`src/rtl/regfile_dump_pkg.sv`:
```
// Shared definitions for the register-file debug dumper.
//   - state encoding of the dump FSM
//   - register index width and default data width, shared with the
//     register file and the CPU top
//   - helper returning the first register index of a dump
package regfile_dump_pkg;

  localparam int REG_IDX_W    = 5;
  localparam int XLEN_DEFAULT = 32;

  typedef enum logic [1:0] {
    ST_IDLE = 2'd0,
    ST_READ = 2'd1,
    ST_SEND = 2'd2,
    ST_DONE = 2'd3
  } dump_state_e;

  // x0 is hardwired zero, so a dump may skip it.
  function automatic logic [REG_IDX_W-1:0] first_idx(input bit skip_x0);
    return skip_x0 ? REG_IDX_W'(1) : REG_IDX_W'(0);
  endfunction

endpackage

```
`src/rtl/regfile_dump.sv`:
```
// Debug reader for the CPU register file.
// Walks the architectural registers through one asynchronous read port and
// streams each (index, value) pair on a valid/ready interface.
//
// Ports:
//   clk        clock, all state updates on the rising edge
//   rst        synchronous active-high reset
//   start      one-cycle dump request, honoured only when idle
//   abort      stops a dump in progress (no done pulse)
//   rd_addr    index driven to the register file debug read port
//   rd_data    combinational read data for rd_addr
//   out_valid  stream element valid
//   out_ready  consumer accepts the element
//   out_addr   register index of the current element
//   out_data   register value of the current element
//   out_last   high with the final element of the dump
//   busy       high whenever the FSM is not idle
//   done       one-cycle pulse after the last element is accepted
module regfile_dump
  import regfile_dump_pkg::*;
#(
  parameter int XLEN     = XLEN_DEFAULT,
  parameter int NUM_REGS = 32,
  parameter bit SKIP_X0  = 1'b1
) (
  input  logic                 clk,
  input  logic                 rst,
  input  logic                 start,
  input  logic                 abort,
  output logic [REG_IDX_W-1:0] rd_addr,
  input  logic [XLEN-1:0]      rd_data,
  output logic                 out_valid,
  input  logic                 out_ready,
  output logic [REG_IDX_W-1:0] out_addr,
  output logic [XLEN-1:0]      out_data,
  output logic                 out_last,
  output logic                 busy,
  output logic                 done
);

  localparam logic [REG_IDX_W-1:0] FIRST_IDX = first_idx(SKIP_X0);
  localparam logic [REG_IDX_W-1:0] LAST_IDX  = REG_IDX_W'(NUM_REGS - 1);

  dump_state_e          state_q, state_d;
  logic [REG_IDX_W-1:0] idx_q, idx_d;
  logic                 out_valid_q, out_valid_d;
  logic                 out_last_q, out_last_d;
  logic [REG_IDX_W-1:0] out_addr_q, out_addr_d;
  logic [XLEN-1:0]      out_data_q, out_data_d;
  logic                 handshake;

  assign handshake = out_valid_q & out_ready;

  always_comb begin
    state_d     = state_q;
    idx_d       = idx_q;
    out_valid_d = out_valid_q;
    out_last_d  = out_last_q;
    out_addr_d  = out_addr_q;
    out_data_d  = out_data_q;

    unique case (state_q)
      ST_IDLE: begin
        // abort has no meaning here and is ignored.
        if (start) begin
          idx_d   = FIRST_IDX;
          state_d = ST_READ;
        end
      end

      ST_READ: begin
        if (abort) begin
          out_valid_d = 1'b0;
          out_last_d  = 1'b0;
          state_d     = ST_IDLE;
        end else begin
          // Value is whatever the register holds at this edge; a core write
          // landing on the same edge is not visible.
          out_data_d  = rd_data;
          out_addr_d  = idx_q;
          out_last_d  = (idx_q == LAST_IDX);
          out_valid_d = 1'b1;
          state_d     = ST_SEND;
        end
      end

      ST_SEND: begin
        // abort wins over a handshake in the same cycle.
        if (abort) begin
          out_valid_d = 1'b0;
          out_last_d  = 1'b0;
          state_d     = ST_IDLE;
        end else if (handshake) begin
          out_valid_d = 1'b0;
          if (idx_q == LAST_IDX) begin
            // Leave idx at LAST so the index never wraps.
            out_last_d = 1'b0;
            state_d    = ST_DONE;
          end else begin
            idx_d   = idx_q + REG_IDX_W'(1);
            state_d = ST_READ;
          end
        end
      end

      ST_DONE: begin
        // start is ignored in this cycle as well.
        state_d = ST_IDLE;
      end

      default: begin
        state_d = ST_IDLE;
      end
    endcase
  end

  always_ff @(posedge clk) begin
    if (rst) begin
      state_q     <= ST_IDLE;
      idx_q       <= '0;
      out_valid_q <= 1'b0;
      out_last_q  <= 1'b0;
      out_addr_q  <= '0;
      out_data_q  <= '0;
    end else begin
      state_q     <= state_d;
      idx_q       <= idx_d;
      out_valid_q <= out_valid_d;
      out_last_q  <= out_last_d;
      out_addr_q  <= out_addr_d;
      out_data_q  <= out_data_d;
    end
  end

  assign rd_addr   = idx_q;
  assign out_valid = out_valid_q;
  assign out_last  = out_last_q;
  assign out_addr  = out_addr_q;
  assign out_data  = out_data_q;
  assign busy      = (state_q != ST_IDLE);
  assign done      = (state_q == ST_DONE);

endmodule

```
`config.mk`:
```
export PLATFORM = sky130hd
export DESIGN_NAME = regfile_dump
export DESIGN_NICKNAME = d
export VERILOG_FILES = /design/src/rtl/regfile_dump_pkg.sv /design/src/rtl/regfile_dump.sv
export SDC_FILE = /design/constraint.sdc
export NUM_CORES = 1
export LEC_CHECK = 0
export CAP_MARGIN = 10
export CORE_MARGIN = 2
export CORE_UTILIZATION = 36
export DETAILED_ROUTE_END_ITERATION = 10
export PLACE_DENSITY = 0.74
export SLEW_MARGIN = 20
export SYNTH_ARGS = -nofsm -noshare
export SYNTH_HDL_FRONTEND = slang
export SYNTH_SLANG_ARGS = --single-unit
```
`constraint.sdc`:
```
create_clock -name clk -period 1.75 [get_ports clk]
set_input_delay 0.175 -clock clk [delete_from_list [all_inputs] [get_ports clk]]
set_output_delay 0.175 -clock clk [all_outputs]
set_load 0.02 [all_outputs]
```
==> Word level (Yosys, flattened, before mapping) <==
Cells that the tools add are included.
{ "word_totals": {"output_inout_bits": 46, "mem_count": 0, "ff_bits": 46, "latch_bits": 0, "romBits": 0, "word_cells": 48, "ramBits": 0} }
{ "op_classes": {"order_cmp": 0, "n_shift": 0, "multipliers": 0, "div": 0, "bitwise": 2, "n_addsub": 1, "n_reduce_logical": 9, "n_eq_ne": 10, "n_mux": 20} }
{ "ops": {"columns": ["cell", "count"], "rows": [
  ["two-way mux 5 bit", 4],
  ["two-way mux 2 bit", 5],
  ["case mux 5 bit (2 select lines)", 1],
  ["inequality test 2 bit (second input constant)", 4],
  ["case mux 2 bit (4 select lines)", 1],
  ["two-way mux 1 bit", 7],
  ["inequality test 3 bit (second input constant)", 2],
  ["AND reduction 2 bit", 3],
  ["nonzero test 2 bit", 3],
  ["adder 5 x 1 -> 5 bit (second input constant)", 1],
  ["equality test 5 bit (second input constant)", 1],
  ["AND reduction 5 bit", 1],
  ["equality test 2 bit (second input constant)", 2],
  ["case mux 1 bit (2 select lines)", 2],
  ["AND reduction 3 bit", 1],
  ["equality test 2 x 1 -> 1 bit (second input constant)", 1],
  ["logical NOT 2 bit", 1],
  ["AND 1 bit", 1],
  ["inverter 1 bit", 1]
]} }

==> Depth between registers and ports, before layout <==
{ "depth": {"word_depth": 5, "mapped_depth": 6} }

==> Least setup slack after synthesis <==
No wires, ideal clock.
{ "synth_timing": {"path_type": "register to register", "start": "register idx_q[0], in the netlist rd_addr[0]", "end": "register idx_q[3], in the netlist rd_addr[3]", "t_required_ps": 1676, "period_less_slack_ps": 1967, "stages_incl_launch_ff": 7, "setup_slack_ps": -217, "arrival_time_ps": 1893, "path_cell_list": "dfxtp_1 ha_1 and3_1 ha_1 nand4bb_1 or4_1 a31oi_1"} }
{ "synth_via": {"elab_chain_len": 5} }
{ "synth_lines": {"columns": ["element", "line", "rtl"], "rows": [
  ["start, declared", "regfile_dump.sv:45", "logic [REG_IDX_W-1:0] idx_q, idx_d;"],
  ["start signal, assigned", "regfile_dump.sv:127", "idx_q <= idx_d;"],
  ["adder 5 x 1 -> 5 bit", "regfile_dump.sv:100", "idx_d = idx_q + REG_IDX_W'(1);"],
  ["two-way mux 5 bit", "regfile_dump.sv:95", "if (idx_q == LAST_IDX) begin"],
  ["two-way mux 5 bit", "regfile_dump.sv:93", "end else if (handshake) begin"],
  ["two-way mux 5 bit", "regfile_dump.sv:89", "if (abort) begin"],
  ["case mux 5 bit (2 select lines)", "regfile_dump.sv:62", "unique case (state_q)"]
]} }
Parallel ways exist; a longest one is shown, timed or not. The select of a mux whose other input is x is not followed.
A chain may end at the register's enable or synchronous reset.

==> Worst setup path after layout <==
Same ends and word-level chain as after synthesis.

==> results.py <==
metrics = {
    "run_status": {
        "status": "complete, no violations",
    },
    "synth": {
        "postSynthAreaPerCell_um2": 8.220,
        "netlist_area_um2": 1775,
        "synth_edf_count": 0,
        "synth_cells": 216,
        "synth_flop_cell": "dfxtp_1",
        "synthArstFlopShare_pct": 0,
        "ys_ff_latch": 46,
        "synth_nets": 255,
        "yosysSeqAreaShare_pct": 51.87,
        "synth_cell_types": 33,
        "yosysWarnings": 0,
    },
    "die": {
        "io_pins": 83,
        "die_w_um": 74.23,
        "die_h_um": 74.23,
        "die_area_um2": 5509,
        "num_rows": 25,
        "start_util_pct": 37.34,
        "fp.coreArea_um2": 4755,
    },
    "drt": {
        "ant_nets": 0,
        "wl_per_cell_um": 12.00,
        "drc_errors": 0,
        "vias": 1748,
        "vias_per_cell": 4.712,
        "drt_iter0_markers": 54,
        "wl_um": 4451,
        "drt_pass1_iterations": 4,
    },
    "sta": {
        "finalHoldViolCount": 0,
        "drv_slew": 0,
        "whs_ns": 0.4225,
        "rsz0062_at_grt": "yes",
        "fin_crit_sh_pct": 97.51,
        "finalClockSkew_ns": 0.005743,
        "tightestPinTransition_ns": 0.4750,
        "worst_slack_ns": 0.04355,
        "fin_crit_ns": 1.706,
        "relSlewSlack_pct": 68.27,
        "fmax_mhz": 586.0,
        "setup_viol": 0,
    },
    "setup_path": {
        "cp_cell_sequence": "ha_4, and3_4, ha_4, nand4bb_4, or4_1, a31oi_1",
        "cp_data_arrival_time_ns": 1.93,
        "crit_slowest_cell": "or4_1",
        "worstSetupPathType": "flip-flop to flip-flop",
        "crit_family": "simple AND/OR/NAND/NOR gates",
        "crit_fanout": 5,
        "setup.worst_path.start_class": "flip-flop",
        "end_kind": "flip-flop",
        "required_ns": 1.97,
        "slowest_delay_ns": 0.41,
        "cpMostUsedCell": "ha_4",
        "cp_num_buf_inv": 0,
    },
    "final_layout": {
        "fin_util_pct": 60.47,
        "synthToLayoutAreaGrowth_pct": 61.95,
        "nFillCells": 440,
        "fin_cells": 371,
        "nets": 342,
        "layout-drive-gt1-share_pct": 9.868,
        "diodes": 0,
    },
    "power": {
        "p_per_area_nw_per_um2": 718.0,
        "ir_worst_vdd_mv": 0.3659,
        "p_leak_nw": 0.9963,
    },
    "placement": {
        "gp_congestion": 0.8793,
        "port_buffers": 82,
        "placedCellCount": 363,
        "hpwl_um": 3148,
        "post-place-ws_ns": 0.03707,
    },
    "cts": {
        "holdBufCountCts": 0,
        "clockRootBuffer": "clkbuf_8",
        "cts_max_level": 2,
        "worstSkewPairLatency_ns": 0.29,
        "clk_pin_slew_ns": 0.08,
        "cts_tree": "built",
        "cts_num_sinks": 46,
        "clockBufferDepth": 2,
        "cts_buffers": 5,
        "cts_setup_buffers": 0,
    },
    "grt": {
        "track_usage_pct": 16.66,
        "grt_antenna_before_repair": 0,
        "grt_pass1_wl_um": 7238,
        "grt_start_max_net_pins": 38,
        "overflow": 0,
        "grt_pass1_vias": 1565,
    },
    "run": {
        "drv_cap": 0,
    },
    "worst_hold_path": {
        "min_path_type": "primary input to flip-flop",
    },
}
## flip-flops by register name, indices dropped and copies added (netlist names)
signal and flops:
out_data 32, rd_addr 5, state_q 2, out_addr 5, out_valid 1, out_last 1
## per-layer routing
| metal | up-vias | global-route usage (%) | wire length, um |
|---|---|---|---|
| met1 | 781 | 21.21 | 1997 |
| met2 | 62 | 27.88 | 2093 |
| met3 | 4 | 5.285 | 331 |
| li1 | 901 | - | - |
| met5 | - | 0 | 0 |
| met4 | 0 | 3.571 | 29 |
## placed cells by master (no fill, tap or decap), drive strengths merged
cell,instances
and3,1
nor2b,1
and2b,1
o211ai,2
a211oi,1
nand2b,3
a21oi,41
o21ai,2
and2,1
a211o,1
a31oi,4
or4,1
nand3,3
mux2i,1
clkdlybuf4s50,81
o21a,2
clkinv,1
or3b,2
a2111oi,1
nand2,74
nor4bb,1
nor2,4
dfxtp,46
nand4b,1
nand4bb,1
ha,2
dlymetal6s2s,1
or2,1
nand3b,2
nor3,1
nor3b,1
buf,12
clkbuf,7
## synthesized netlist by cell type, types with 2 or more instances
| master | n | share of area [%] |
|---|---|---|
| nand2_1 | 74 | 16 |
| dfxtp_1 | 46 | 52 |
| a21oi_1 | 41 | 12 |
| buf_2 | 7 | 2.0 |
| clkbuf_1 | 6 | 1.3 |
| a31oi_1 | 4 | 1.4 |
| nor2_1 | 4 | 0.85 |
| nand3_1 | 3 | 0.85 |
| ha_1 | 2 | 1.4 |
| nand2b_1 | 2 | 0.70 |
| nand3b_1 | 2 | 0.85 |
| o211ai_1 | 2 | 0.85 |
| o21a_1 | 2 | 0.85 |
| or3b_1 | 2 | 0.99 |
## area by class of cell
class / count / area, um2 / area share [%]
clock buffers: 7 / 86.33 / 3.003
flip-flops and latches: 46 / 928.4 / 32.29
well taps: 67 / 83.83 / 2.916
repair buffers: 94 / 938.4 / 32.64
multi-input cells: 156 / 833.3 / 28.98
clock inverters: 1 / 5.005 / 0.1741
## worst register-to-register path: cells and delay by family, from the launching register on
kind | cells | cell delay (ns)
AND/OR/NAND/NOR | 3 | 0.79
flip-flops | 1 | 0.36
adder cells (fa/ha/maj) | 2 | 0.33
AO/OA/AOI/OAI | 1 | 0.16
## repair_timing
item / in CTS / in global routing
setup endpoints to repair: 2 / 4
gates resized for setup: 2 / 4
pin swaps: 0 / 2
## cell families after synthesis
| family | after synthesis | synth area share [%] |
|---|---|---|
| AND/OR/NAND/NOR | 99 | 25.65 |
| AO/OA/AOI/OAI | 54 | 16.63 |
| flip-flops | 46 | 51.87 |
| buffers and inverters | 14 | 3.876 |
| adder cells (fa/ha/maj) | 2 | 1.409 |
| multiplexers | 1 | 0.5638 |
## stage by stage
stage	setup TNS, ns	power, mW	instance area (um2)
6_report	0	2.064	2875
5_1_grt	-0.08153	2.171	2875
4_1_cts	0	2.098	2856
3_5_place_dp	0	1.438	2763
3_3_place_gp	0	1.436	2763
2_1_floorplan	0	1.259	1812
## worst paths after layout
| check | from | endpoint | slack, ns | cells after the start |
|---|---|---|---|---|
| min reg2reg | out_data[30]$_SDFFE_PP0N_ | out_data[30]$_SDFFE_PP0N_ | 0.45 | 2 |
| max reg2reg | rd_addr[0]$_SDFFE_PP0P_ | rd_addr[3]$_SDFFE_PP0P_ | 0.04 | 6 |
| min | rd_data[19] | out_data[19]$_SDFFE_PP0N_ | 0.42 | 3 |
| max | rd_addr[0]$_SDFFE_PP0P_ | rd_addr[3]$_SDFFE_PP0P_ | 0.04 | 6 |
## report_power, final
group	switching, mW	internal, mW	total, mW
clock network	0.333	0.319	0.652
logic	0.137	0.175	0.311
registers	0.0241	1.08	1.10
total	0.494	1.57	2.06
Power figures use the tool's default switching activity.
